## src/rtl/apb_protocol_pkg.sv

```systemverilog
// ---------------------------------------------------------------------------
// apb_protocol_pkg
// Shared types and constants for the APB subsystem:
//   - master FSM state encoding (IDLE / SETUP / ACCESS)
//   - UART receiver state encoding (IDLE / DATA / STOP)
//   - slave select codes and bus/address widths
//   - psel_valid(): true when Psel addresses an existing slave
// ---------------------------------------------------------------------------
package apb_protocol_pkg;

  localparam int DATA_W = 32;
  localparam int ADDR_W = 5;

  localparam logic [1:0] PSEL_MEM  = 2'b01;
  localparam logic [1:0] PSEL_UART = 2'b10;

  typedef enum logic [1:0] {
    APB_IDLE   = 2'b00,
    APB_SETUP  = 2'b01,
    APB_ACCESS = 2'b10
  } apb_state_e;

  typedef enum logic [1:0] {
    RX_IDLE = 2'b00,
    RX_DATA = 2'b01,
    RX_STOP = 2'b10
  } uart_rx_state_e;

  // Only the two one-hot select codes reach a slave; 00 and 11 select nothing.
  function automatic logic psel_valid(input logic [1:0] psel);
    return (psel == PSEL_MEM) || (psel == PSEL_UART);
  endfunction

endpackage

```

## src/rtl/apb_uart_slave.sv

```systemverilog
// ---------------------------------------------------------------------------
// apb_uart_slave
// UART slave of the APB subsystem. One bit per clock, no oversampling.
//   clk      in   bus clock
//   rst      in   synchronous active-high reset (aborts frames, empties FIFOs)
//   wr_en    in   one-cycle strobe: push wr_byte into the TX FIFO
//   wr_byte  in   byte to transmit
//   rd_en    in   one-cycle strobe: pop the RX FIFO
//   rx       in   serial input, idle high
//   rd_byte  out  head of the RX FIFO, or 0 when the FIFO is empty
//   tx       out  serial output, idle high (start 0, 8 data LSB first, stop 1)
// ---------------------------------------------------------------------------
module apb_uart_slave
  import apb_protocol_pkg::*;
#(
  parameter int RX_FIFO_DEPTH = 8,
  parameter int TX_FIFO_DEPTH = 16
) (
  input  logic       clk,
  input  logic       rst,
  input  logic       wr_en,
  input  logic [7:0] wr_byte,
  input  logic       rd_en,
  input  logic       rx,
  output logic [7:0] rd_byte,
  output logic       tx
);

  localparam int RX_AW = $clog2(RX_FIFO_DEPTH);
  localparam int TX_AW = $clog2(TX_FIFO_DEPTH);

  localparam logic [RX_AW:0]   RX_FULL    = (RX_AW + 1)'(RX_FIFO_DEPTH);
  localparam logic [RX_AW:0]   RX_EMPTY   = (RX_AW + 1)'(0);
  localparam logic [RX_AW:0]   RX_CNT_ONE = (RX_AW + 1)'(1);
  localparam logic [RX_AW-1:0] RX_PTR_ONE = RX_AW'(1);
  localparam logic [TX_AW:0]   TX_FULL    = (TX_AW + 1)'(TX_FIFO_DEPTH);
  localparam logic [TX_AW:0]   TX_EMPTY   = (TX_AW + 1)'(0);
  localparam logic [TX_AW:0]   TX_CNT_ONE = (TX_AW + 1)'(1);
  localparam logic [TX_AW-1:0] TX_PTR_ONE = TX_AW'(1);

  // ---------------- RX deserializer ----------------
  uart_rx_state_e rx_state_q, rx_state_d;
  logic [2:0]     rx_bit_q, rx_bit_d;
  logic [7:0]     rx_shift_q, rx_shift_d;
  logic           rx_push_s;

  // Frame tracking: start bit opens DATA, eight shifts, then stop-bit check.
  always_comb begin
    rx_state_d = rx_state_q;
    rx_bit_d   = rx_bit_q;
    rx_shift_d = rx_shift_q;
    rx_push_s  = 1'b0;
    case (rx_state_q)
      RX_IDLE: begin
        if (!rx) begin
          rx_state_d = RX_DATA;
          rx_bit_d   = 3'd0;
        end else begin
          rx_state_d = RX_IDLE;
        end
      end
      RX_DATA: begin
        // LSB arrives first, so shifting in from the top leaves bit 0 at [0].
        rx_shift_d = {rx, rx_shift_q[7:1]};
        rx_bit_d   = rx_bit_q + 3'd1;
        if (rx_bit_q == 3'd7) begin
          rx_state_d = RX_STOP;
        end else begin
          rx_state_d = RX_DATA;
        end
      end
      RX_STOP: begin
        // A low stop bit is a framing error: the byte is silently dropped.
        if (rx) begin
          rx_push_s = 1'b1;
        end else begin
          rx_push_s = 1'b0;
        end
        rx_state_d = RX_IDLE;
      end
      default: begin
        rx_state_d = RX_IDLE;
      end
    endcase
  end

  // Receiver state registers.
  always_ff @(posedge clk) begin
    if (rst) begin
      rx_state_q <= RX_IDLE;
      rx_bit_q   <= 3'd0;
      rx_shift_q <= 8'h00;
    end else begin
      rx_state_q <= rx_state_d;
      rx_bit_q   <= rx_bit_d;
      rx_shift_q <= rx_shift_d;
    end
  end

  // ---------------- RX FIFO ----------------
  logic [7:0]       rx_mem_q [RX_FIFO_DEPTH];
  logic [7:0]       rx_mem_d [RX_FIFO_DEPTH];
  logic [RX_AW-1:0] rx_wptr_q, rx_wptr_d, rx_rptr_q, rx_rptr_d;
  logic [RX_AW:0]   rx_cnt_q, rx_cnt_d;
  logic             rx_pop_s, rx_push_ok_s;

  // An empty FIFO cannot be popped, even if a byte lands on the same edge;
  // a full FIFO accepts a push only when a pop frees a slot on that edge.
  assign rx_pop_s     = rd_en && (rx_cnt_q != RX_EMPTY);
  assign rx_push_ok_s = rx_push_s && ((rx_cnt_q != RX_FULL) || rx_pop_s);
  assign rd_byte      = (rx_cnt_q != RX_EMPTY) ? rx_mem_q[rx_rptr_q] : 8'h00;

  // RX FIFO pointer/count/storage update.
  always_comb begin
    rx_mem_d  = rx_mem_q;
    rx_wptr_d = rx_wptr_q;
    rx_rptr_d = rx_rptr_q;
    if (rx_push_ok_s) begin
      rx_mem_d[rx_wptr_q] = rx_shift_q;
      rx_wptr_d           = rx_wptr_q + RX_PTR_ONE;
    end else begin
      rx_wptr_d = rx_wptr_q;
    end
    if (rx_pop_s) begin
      rx_rptr_d = rx_rptr_q + RX_PTR_ONE;
    end else begin
      rx_rptr_d = rx_rptr_q;
    end
    case ({rx_push_ok_s, rx_pop_s})
      2'b10:   rx_cnt_d = rx_cnt_q + RX_CNT_ONE;
      2'b01:   rx_cnt_d = rx_cnt_q - RX_CNT_ONE;
      default: rx_cnt_d = rx_cnt_q;
    endcase
  end

  // RX FIFO registers.
  always_ff @(posedge clk) begin
    if (rst) begin
      rx_mem_q  <= '{default: 8'h00};
      rx_wptr_q <= RX_AW'(0);
      rx_rptr_q <= RX_AW'(0);
      rx_cnt_q  <= RX_EMPTY;
    end else begin
      rx_mem_q  <= rx_mem_d;
      rx_wptr_q <= rx_wptr_d;
      rx_rptr_q <= rx_rptr_d;
      rx_cnt_q  <= rx_cnt_d;
    end
  end

  // ---------------- TX FIFO ----------------
  logic [7:0]       tx_mem_q [TX_FIFO_DEPTH];
  logic [7:0]       tx_mem_d [TX_FIFO_DEPTH];
  logic [TX_AW-1:0] tx_wptr_q, tx_wptr_d, tx_rptr_q, tx_rptr_d;
  logic [TX_AW:0]   tx_cnt_q, tx_cnt_d;
  logic             tx_pop_s, tx_push_ok_s;

  // TX serializer registers (declared here because the pop depends on them).
  logic       tx_busy_q, tx_busy_d;
  logic [3:0] tx_bit_q, tx_bit_d;
  logic [9:0] tx_frame_q, tx_frame_d;

  // The serializer takes the next byte when idle or while its stop bit is on
  // the line, giving back-to-back frames with no idle gap.
  assign tx_pop_s     = (tx_cnt_q != TX_EMPTY) && (!tx_busy_q || (tx_bit_q == 4'd9));
  assign tx_push_ok_s = wr_en && ((tx_cnt_q != TX_FULL) || tx_pop_s);

  // TX FIFO pointer/count/storage update.
  always_comb begin
    tx_mem_d  = tx_mem_q;
    tx_wptr_d = tx_wptr_q;
    tx_rptr_d = tx_rptr_q;
    if (tx_push_ok_s) begin
      tx_mem_d[tx_wptr_q] = wr_byte;
      tx_wptr_d           = tx_wptr_q + TX_PTR_ONE;
    end else begin
      tx_wptr_d = tx_wptr_q;
    end
    if (tx_pop_s) begin
      tx_rptr_d = tx_rptr_q + TX_PTR_ONE;
    end else begin
      tx_rptr_d = tx_rptr_q;
    end
    case ({tx_push_ok_s, tx_pop_s})
      2'b10:   tx_cnt_d = tx_cnt_q + TX_CNT_ONE;
      2'b01:   tx_cnt_d = tx_cnt_q - TX_CNT_ONE;
      default: tx_cnt_d = tx_cnt_q;
    endcase
  end

  // TX FIFO registers.
  always_ff @(posedge clk) begin
    if (rst) begin
      tx_mem_q  <= '{default: 8'h00};
      tx_wptr_q <= TX_AW'(0);
      tx_rptr_q <= TX_AW'(0);
      tx_cnt_q  <= TX_EMPTY;
    end else begin
      tx_mem_q  <= tx_mem_d;
      tx_wptr_q <= tx_wptr_d;
      tx_rptr_q <= tx_rptr_d;
      tx_cnt_q  <= tx_cnt_d;
    end
  end

  // ---------------- TX serializer ----------------
  // The line is bit 0 of a 10-bit frame register that shifts in ones, so the
  // register is all ones (line high) once a frame has fully gone out.
  always_comb begin
    tx_busy_d  = tx_busy_q;
    tx_bit_d   = tx_bit_q;
    tx_frame_d = tx_frame_q;
    if (tx_pop_s) begin
      tx_frame_d = {1'b1, tx_mem_q[tx_rptr_q], 1'b0};
      tx_bit_d   = 4'd0;
      tx_busy_d  = 1'b1;
    end else if (tx_busy_q) begin
      if (tx_bit_q == 4'd9) begin
        tx_busy_d  = 1'b0;
        tx_bit_d   = 4'd0;
        tx_frame_d = 10'h3FF;
      end else begin
        tx_frame_d = {1'b1, tx_frame_q[9:1]};
        tx_bit_d   = tx_bit_q + 4'd1;
      end
    end else begin
      tx_frame_d = 10'h3FF;
    end
  end

  // Serializer registers; the line itself comes straight from a flop.
  always_ff @(posedge clk) begin
    if (rst) begin
      tx_busy_q  <= 1'b0;
      tx_bit_q   <= 4'd0;
      tx_frame_q <= 10'h3FF;
    end else begin
      tx_busy_q  <= tx_busy_d;
      tx_bit_q   <= tx_bit_d;
      tx_frame_q <= tx_frame_d;
    end
  end

  assign tx = tx_frame_q[0];

endmodule

```

## src/rtl/apb_protocol.sv

```systemverilog
// ---------------------------------------------------------------------------
// apb_protocol
// APB subsystem top: master FSM driven by external strobes, a 32-word
// register memory (Psel=01) and a UART slave (Psel=10).
//   pclk               in   bus clock, rising edge
//   Reset              in   synchronous active-high reset
//   penable            in   moves SETUP to ACCESS
//   pwrite             in   1 = write, 0 = read
//   transfer           in   transaction request
//   write_paddr        in   memory write address
//   apb_read_paddr     in   memory read address
//   write_data         in   write data (UART uses [7:0])
//   Psel               in   slave select: 01 memory, 10 UART, else none
//   rx                 in   UART serial input, idle high
//   apb_read_data_out  out  registered read data, holds between reads
// ---------------------------------------------------------------------------
module apb_protocol
  import apb_protocol_pkg::*;
#(
  parameter int MEM_DEPTH     = 32,
  parameter int RX_FIFO_DEPTH = 8,
  parameter int TX_FIFO_DEPTH = 16
) (
  input  logic              pclk,
  input  logic              Reset,
  input  logic              penable,
  input  logic              pwrite,
  input  logic              transfer,
  input  logic [ADDR_W-1:0] write_paddr,
  input  logic [ADDR_W-1:0] apb_read_paddr,
  input  logic [DATA_W-1:0] write_data,
  input  logic [1:0]        Psel,
  output logic [DATA_W-1:0] apb_read_data_out,
  input  logic              rx
);

  apb_state_e state_q, state_d;

  // Master FSM next state. An abort in SETUP wins over penable.
  always_comb begin
    state_d = state_q;
    case (state_q)
      APB_IDLE: begin
        if (transfer && psel_valid(Psel)) begin
          state_d = APB_SETUP;
        end else begin
          state_d = APB_IDLE;
        end
      end
      APB_SETUP: begin
        if (!transfer || !psel_valid(Psel)) begin
          state_d = APB_IDLE;
        end else if (penable) begin
          state_d = APB_ACCESS;
        end else begin
          state_d = APB_SETUP;
        end
      end
      APB_ACCESS: begin
        if (transfer) begin
          state_d = APB_SETUP;
        end else begin
          state_d = APB_IDLE;
        end
      end
      default: begin
        state_d = APB_IDLE;
      end
    endcase
  end

  // Master state register.
  always_ff @(posedge pclk) begin
    if (Reset) begin
      state_q <= APB_IDLE;
    end else begin
      state_q <= state_d;
    end
  end

  // The single operation of a transfer happens on the edge leaving ACCESS,
  // using Psel/pwrite/addresses/data as seen on that edge.
  logic access_s, mem_wr_s, mem_rd_s, uart_wr_s, uart_rd_s;
  assign access_s  = (state_q == APB_ACCESS);
  assign mem_wr_s  = access_s && (Psel == PSEL_MEM)  &&  pwrite;
  assign mem_rd_s  = access_s && (Psel == PSEL_MEM)  && !pwrite;
  assign uart_wr_s = access_s && (Psel == PSEL_UART) &&  pwrite;
  assign uart_rd_s = access_s && (Psel == PSEL_UART) && !pwrite;

  // ---------------- Memory slave ----------------
  logic [DATA_W-1:0] mem_q [MEM_DEPTH];
  logic [DATA_W-1:0] mem_d [MEM_DEPTH];

  // Memory write path.
  always_comb begin
    mem_d = mem_q;
    if (mem_wr_s) begin
      mem_d[write_paddr] = write_data;
    end else begin
      mem_d = mem_q;
    end
  end

  // Memory storage.
  always_ff @(posedge pclk) begin
    if (Reset) begin
      mem_q <= '{default: 32'h0000_0000};
    end else begin
      mem_q <= mem_d;
    end
  end

  // ---------------- UART slave ----------------
  logic [7:0] uart_rd_byte;
  logic       uart_tx;

  apb_uart_slave #(
    .RX_FIFO_DEPTH (RX_FIFO_DEPTH),
    .TX_FIFO_DEPTH (TX_FIFO_DEPTH)
  ) u_uart (
    .clk     (pclk),
    .rst     (Reset),
    .wr_en   (uart_wr_s),
    .wr_byte (write_data[7:0]),
    .rd_en   (uart_rd_s),
    .rx      (rx),
    .rd_byte (uart_rd_byte),
    .tx      (uart_tx)
  );

  // ---------------- Read data register ----------------
  logic [DATA_W-1:0] rdata_q, rdata_d;

  // Read data mux; holds its value on writes and on invalid selects.
  always_comb begin
    rdata_d = rdata_q;
    if (mem_rd_s) begin
      rdata_d = mem_q[apb_read_paddr];
    end else if (uart_rd_s) begin
      rdata_d = {24'h00_0000, uart_rd_byte};
    end else begin
      rdata_d = rdata_q;
    end
  end

  // Read data register.
  always_ff @(posedge pclk) begin
    if (Reset) begin
      rdata_q <= 32'h0000_0000;
    end else begin
      rdata_q <= rdata_d;
    end
  end

  assign apb_read_data_out = rdata_q;

endmodule

```

## config.mk

```make
export PLATFORM = sky130hd
export DESIGN_NAME = apb_protocol
export DESIGN_NICKNAME = d
export VERILOG_FILES = /design/src/rtl/apb_protocol_pkg.sv /design/src/rtl/apb_uart_slave.sv /design/src/rtl/apb_protocol.sv
export SDC_FILE = /design/constraint.sdc
export NUM_CORES = 2
export LEC_CHECK = 0
export BUFFER_PORTS_ARGS = -buffer_cell sky130_fd_sc_hd__buf_4
export CAP_MARGIN = 10
export CORE_UTILIZATION = 60
export CTS_CLUSTER_DIAMETER = 200
export DETAILED_ROUTE_END_ITERATION = 7
export HOLD_SLACK_MARGIN = 0.1
export MAX_ROUTING_LAYER = met4
export PLACE_DENSITY_LB_ADDON = 0.15
export SYNTH_ARGS = -nofsm -noshare
export SYNTH_HDL_FRONTEND = slang
export SYNTH_SLANG_ARGS = --single-unit
```

## constraint.sdc

```tcl
create_clock -name pclk -period 5.56 [get_ports pclk]
set_input_delay 1.112 -clock pclk [delete_from_list [all_inputs] [get_ports pclk]]
set_output_delay 1.112 -clock pclk [all_outputs]
set_load 0.01 [all_outputs]
```

Word-level counts from Yosys, hierarchy flattened
Index checks and enable logic that the tools add are counted.
{"block": "word_totals", "regBits": 1145, "latchBits": 0, "mem_bits_rw": 0, "mem_bits_ro": 0, "inputBits": 50, "out_inout_bits": 32, "wordCells": 125, "mem_count": 0}
{"block": "classes", "addsub": 5, "mul": 0, "n_div": 0, "order_cmp": 6, "n_eq_ne": 11, "shift": 0, "muxes": 28, "bitwise_logic": 4, "n_reduce_logical": 23}
{"cell": "$bwmux W1024", "count": 1}
{"cell": "$bmux W32 S5", "count": 1}
{"cell": "$demux W32 S5", "count": 1}
{"cell": "$mux W32", "count": 5}
{"cell": "$bwmux W64", "count": 1}
{"cell": "$mux W8", "count": 4}
{"cell": "$bmux W8 S3", "count": 1}
{"cell": "$demux W8 S3", "count": 1}
{"cell": "$ge A6 B6 Y1 const B", "count": 2}
{"cell": "$not A5 Y6", "count": 2}
{"cell": "$logic_and A1 B1 Y1", "count": 10}
{"cell": "$add A3 B1 Y3 const B", "count": 3}
{"cell": "$eq A2 B1 Y1 const B", "count": 4}
{"cell": "$eq A2 B2 Y1 const B", "count": 4}
{"cell": "$ge A4 B4 Y1 const B", "count": 2}
{"cell": "$not A3 Y4", "count": 2}
{"cell": "$pmux W4 S2", "count": 1}
{"cell": "$lt A6 B1 Y1 const B", "count": 1}
{"cell": "$mux W2", "count": 3}
{"cell": "$pmux W2 S3", "count": 1}
{"cell": "$pmux W3 S2", "count": 1}
{"cell": "$reduce_bool A2 Y1", "count": 3}
{"cell": "$mux W1", "count": 5}
{"cell": "$add A4 B1 Y4 const B", "count": 1}
{"cell": "12 further kinds", "count": 17}

Longest topological paths before layout
{"block": "logic_depth", "word_depth": 8, "ltp_mapped": 13, "depth_no_buf": 12}

Hierarchy
From an unflattened synthesis, not the netlist that was laid out.
{"block": "unflattened", "hier_cells": 6701, "hier_area_um2": 56590.5}
{"module": "apb_protocol", "instances": 1, "cells_each": 5586, "area_each_um2": 45139.5, "seq_area_each_um2": 21180.3}
{"module": "apb_uart_slave", "instances": 1, "cells_each": 1115, "area_each_um2": 11451.0, "seq_area_each_um2": 4844.6}

Worst setup path before layout
OpenSTA, ideal clock, no wires.
{"block": "synth_path", "path_kind": "input port to flip-flop", "start": "input port Psel[0]", "end": "register u_uart.rx_cnt_q[3]", "arrival_ps": 3048, "t_required_ps": 5428, "path_slack_ps": 2380, "stages": 13, "path_cell_list": "inv_1 -> ha_1 -> and4bb_2 -> and2_1 -> clkbuf_1 -> nand2_1 -> inv_1 -> ha_1 -> a21o_1 -> a21oi_1 -> or3_1 -> a32oi_1 -> a21oi_1"}
{"block": "synth_via", "elab_chain_cells": 8}
{"element": "start, declared", "line_no": "apb_protocol.sv:32", "rtl": "input logic [1:0] Psel,"}
{"element": "$eq A2 B2 Y1 *", "line_no": "apb_protocol.sv:88", "rtl": "assign uart_rd_s = access_s && (Psel == PSEL_UART) && !pwrite;"}
{"element": "$logic_and A1 B1 Y1 * (2 in series)", "line_no": "apb_protocol.sv:88"}
{"element": "$logic_and A1 B1 Y1 *", "line_no": "apb_uart_slave.sv:109", "rtl": "assign rx_pop_s = rd_en && (rx_cnt_q != RX_EMPTY);"}
{"element": "$logic_or A1 B1 Y1", "line_no": "apb_uart_slave.sv:110", "rtl": "assign rx_push_ok_s = rx_push_s && ((rx_cnt_q != RX_FULL) || rx_pop_s);"}
{"element": "$logic_and A1 B1 Y1", "line_no": "apb_uart_slave.sv:110"}
{"element": "$eq A2 B1 Y1 or $eq A2 B2 Y1 (tied branches)", "line_no": "apb_uart_slave.sv:129", "rtl": "case ({rx_push_ok_s, rx_pop_s})"}
{"element": "$pmux W4 S2 or $reduce_bool A2 Y1 (tied branches)"}
{"element": "end signal, assigned", "line_no": "apb_uart_slave.sv:147", "rtl": "rx_cnt_q <= rx_cnt_d;"}
{"element": "end, declared", "line_no": "apb_uart_slave.sv:104", "rtl": "logic [RX_AW:0] rx_cnt_q, rx_cnt_d;"}
Mark *: on every way between the ends. The rest lies on a longest branch, timed or not.
A chain may end at the register's enable or synchronous reset.

Worst setup path in the final report
{"block": "layout_path", "start": "input port Psel[1]", "end": "register mem_q[216] in the netlist's numbering"}
{"block": "layout_via", "elab_chain_cells": 3}
{"element": "$eq A2 B1 Y1", "line_no": "apb_protocol.sv:85", "rtl": "assign mem_wr_s = access_s && (Psel == PSEL_MEM) && pwrite;"}
{"element": "$logic_and A1 B1 Y1 (2 in series)", "line_no": "apb_protocol.sv:85"}
{"element": "end signal, assigned", "line_no": "apb_protocol.sv:109", "rtl": "mem_q <= mem_d;"}
{"element": "end, declared", "line_no": "apb_protocol.sv:91", "rtl": "logic [DATA_W-1:0] mem_q [MEM_DEPTH];"}
Every way passes these cells.

==> flow_summary_export.csv <==
group,metric,value,unit
status,status,"finished with violations",
status,violations,"DRC",
yosys,yosys.area.top_type,"dfxtp_1",
setup_path,crit_required,6.14,ns
yosys,synth_area,49000,um2
cells_and_area,drive_gt1_share,9.62,%
clock_tree,h-tree-depth,3,
yosys,async_reset_ff_share,0,%
timing,hold_viol,0,
floorplanning,dieArea,82800,um2
timing,period_minus_slack,3.40,ns
yosys,syn_area_per_cell,8.50,um2
clock_tree,clock_path_buffers,3,
yosys,synth.top_cell.area_share,46.8,%
yosys,synth.distinct_cells,52,
placement,place_congestion,0.885,
setup_path,cpPeakStageDelay,1.02,ns
yosys,yosys-top-cells-count,"1853 x nand2_1, 1145 x dfxtp_1, 932 x a21oi_1",
placement,dp_hpwl,82100,um
pwr,combPwrFrac,4.7,%
cells_and_area,final_util,66.0,%
pwr,p_clk_share,47.0,%
job,drv_cap,0,
clock_tree,clock_latency,0.68,ns
clock_tree,post_cts_buffers,0,
timing,period_share,61.1,%
clock_tree,ctsHoldBuffers,0,
clock_tree,numCtsBuffers,116,
setup_path,end_kind,"flop",
global_routing,grt_pass1_vias,38100,
detailed_routing,drtAntennaViolNets,0,
clock_tree,cts_resized,0,
floorplanning,pin_count,82,
setup_path,path_class,"primary input to flop",
setup_path,start_kind,"primary input",
timing,drv_slew,0,
detailed_routing,routed_via_density,6.10,
yosys,syn_nets,5822,
yosys,yosys-top-cells-area,"dfxtp_1 47%, nand2_1 14%, mux2i_1 10%, a21oi_1 9.5%, mux4_2 6.3%",
detailed_routing,num_vias,40500,
clock_tree,clkSinkCount,1145,
timing,finalSetupViolCount,0,
global_routing,overflow,0,
yosys,seq_area_frac_synth,46.8,%
timing,tightest_slew,1.29,ns
min_path,hold_path.class,"flop to flop",
setup_path,cp.arrival,3.98,ns
detailed_routing,drt_iter0_markers,4326,
pwr,sw_frac_of_total,22.7,%
detailed_routing,drt-met1-wl,60100,um
clock_tree,cts_tree,"done",
timing,max_slew_margin,12.6,%
setup_path,crit_buf_inv,2,
timing,fin_tns_setup,0,ns
detailed_routing,wire_per_inst,21.8,um
timing,fin_hold_ws,0.451,ns
detailed_routing,drt-total-wl,145000,um
timing,rsz0062_at_grt,"no",
pwr,power_density,319,nW/um2
setup_path,crit_fanout,32,
detailed_routing,top_layer_used,"met4",
pwr,p_sw,3.86,mW
cells_and_area,area_delta_synth_final,8.68,%
pwr,p_leak,18.0,nW
setup_path,timing.rr.start,"u_uart.rx_state_q[0]$_SDFF_PP0_",
floorplanning,die_h,288,um
detailed_routing,route.detailed.drc,10,
global_routing,grt_use_total,35.4,%
yosys,synth_cells,5763,
min_path,hp-start,"mem_q[152]$_SDFFE_PP0P_",
global_routing,grt_max_degree,231,
yosys,yosysMostFrequentCell,"nand2_1",
floorplanning,rows,104,
yosys,yosys_warnings,0,
timing,fin_skew,0.0171,ns
global_routing,grt_pass1_wl,222000,um
pwr,pwr-share-seq,48.3,%
detailed_routing,wl_met3,13100,um
placement,io_buffers,81,
yosys,synth_edf_count,0,
yosys,synth-seq-cells,1145,
yosys,synthFlopType,"dfxtp_1",
clock_tree,ctsRootBufferMaster,"clkbuf_16",
cells_and_area,fin_nets,5541,
setup_path,crit_chain,"buf_4, inv_1, ha_1, nand4b_1, or3b_1, nor2_4, nand2_1, a21oi_1",
detailed_routing,wl_met2,67500,um
timing,fmax,294,MHz
setup_path,crit_family,"simple AND/OR/NAND/NOR gates",
detailed_routing,dr.pass1.iters,8,
clock_tree,clk_pin_slew,0.06,ns
pwr,p_int,13.1,mW
setup_path,crit_start,"Psel[1]",
floorplanning,dieWidth,288,um
global_routing,antenna_found_initial,1,
pwr,ir_drop,0.279,mV
floorplanning,core,80700,um2
floorplanning,initial_utilization,60.7,%
pwr,p_total,17.0,mW
setup_path,crit_slowest_cell,"nor2_4",
[layout make-up]
class,instances,area [um2]
diodes,1,2.50
clock buffers,172,3460
clock inverters,37,445
fillers,6741,27400
inverters,17,63.8
multi-input cells,4041,23700
flip-flops and latches,1145,22900
well taps,1060,1330
repair buffers,161,1330
[through the flow]
step	area (um2)	std cells	setup slack (ns)
2_1_floorplan	49000	5763	2.38
3_3_place_gp	49300	6424	1.70
3_5_place_dp	49300	6424	1.63
4_1_cts	53200	6633	2.31
5_1_grt	53200	6634	2.09
6_report	53200	6634	2.16
[layer usage]
metal,vias to the layer above,track usage (%)
li1,18900,-
met1,19600,47.1
met2,1716,55.3
met3,286,5.54
met4,0,11.6
met5,-,-
[worst reg2reg max path, delay by kind of cell, from the launching register on]
| family | cells | cell delay, ns |
|---|---|---|
| flip-flops | 1 | 0.33 |
| multiplexers | 1 | 0.28 |
| AND/OR/NAND/NOR | 3 | 1.59 |
| AO/OA/AOI/OAI | 1 | 0.76 |
[state kept, by name, summed over array words and instances, names as in the netlist]
register           cells
apb_read_data_out     32
u_uart.rx_wptr_q       3
u_uart.rx_rptr_q       3
u_uart.rx_mem_q       64
u_uart.rx_bit_q        3
u_uart.rx_cnt_q        4
u_uart.rx_state_q      2
mem_q               1024
u_uart.rx_shift_q      8
state_q                2
[power by group through the flow]
| stage | sequential, mW | combinational, mW | clock (mW) |
|---|---|---|---|
| floorplan | 8.39 | 0.516 | 0 |
| global placement | 8.39 | 0.772 | 0 |
| detailed placement | 8.39 | 0.770 | 0 |
| CTS | 8.21 | 0.772 | 8.05 |
| global route | 8.21 | 0.822 | 8.39 |
| finish | 8.21 | 0.794 | 8.00 |
[path summary, 6_finish.rpt]
kind                                      end  slack [ns]  depth (start not counted)
max                   mem_q[216]$_SDFFE_PP0P_        2.16                          8
max reg2reg  u_uart.rx_mem_q[55]$_SDFFE_PP0P_        2.47                          5
min                   mem_q[152]$_SDFFE_PP0P_        0.45                          2
min reg2reg           mem_q[152]$_SDFFE_PP0P_        0.45                          2
[cell usage in the layout, fill, tap and decap left out, types with 50 or more instances in the layout]
master / count
nand2_1: 1853
dfxtp_1: 1145
a21oi_1: 932
mux2i_1: 507
nor2_1: 219
buf_4: 150
mux4_2: 136
clkbuf_16: 119
a22oi_1: 50
[cells by family (layout without fill, tap and decap cells)]
kind of cell,Yosys count,count (layout),share of synthesized area (%)
flip-flops,1145,1145,46.8
buffers and inverters,577,387,5.14
adder cells (fa/ha/maj),9,9,0.245
multiplexers,643,643,16.6
AND/OR/NAND/NOR,2198,2198,17.5
XOR/XNOR,7,7,0.125
AO/OA/AOI/OAI,1184,1184,13.6
other,0,1,0
Note: power is estimated with default switching activity, not from simulation.
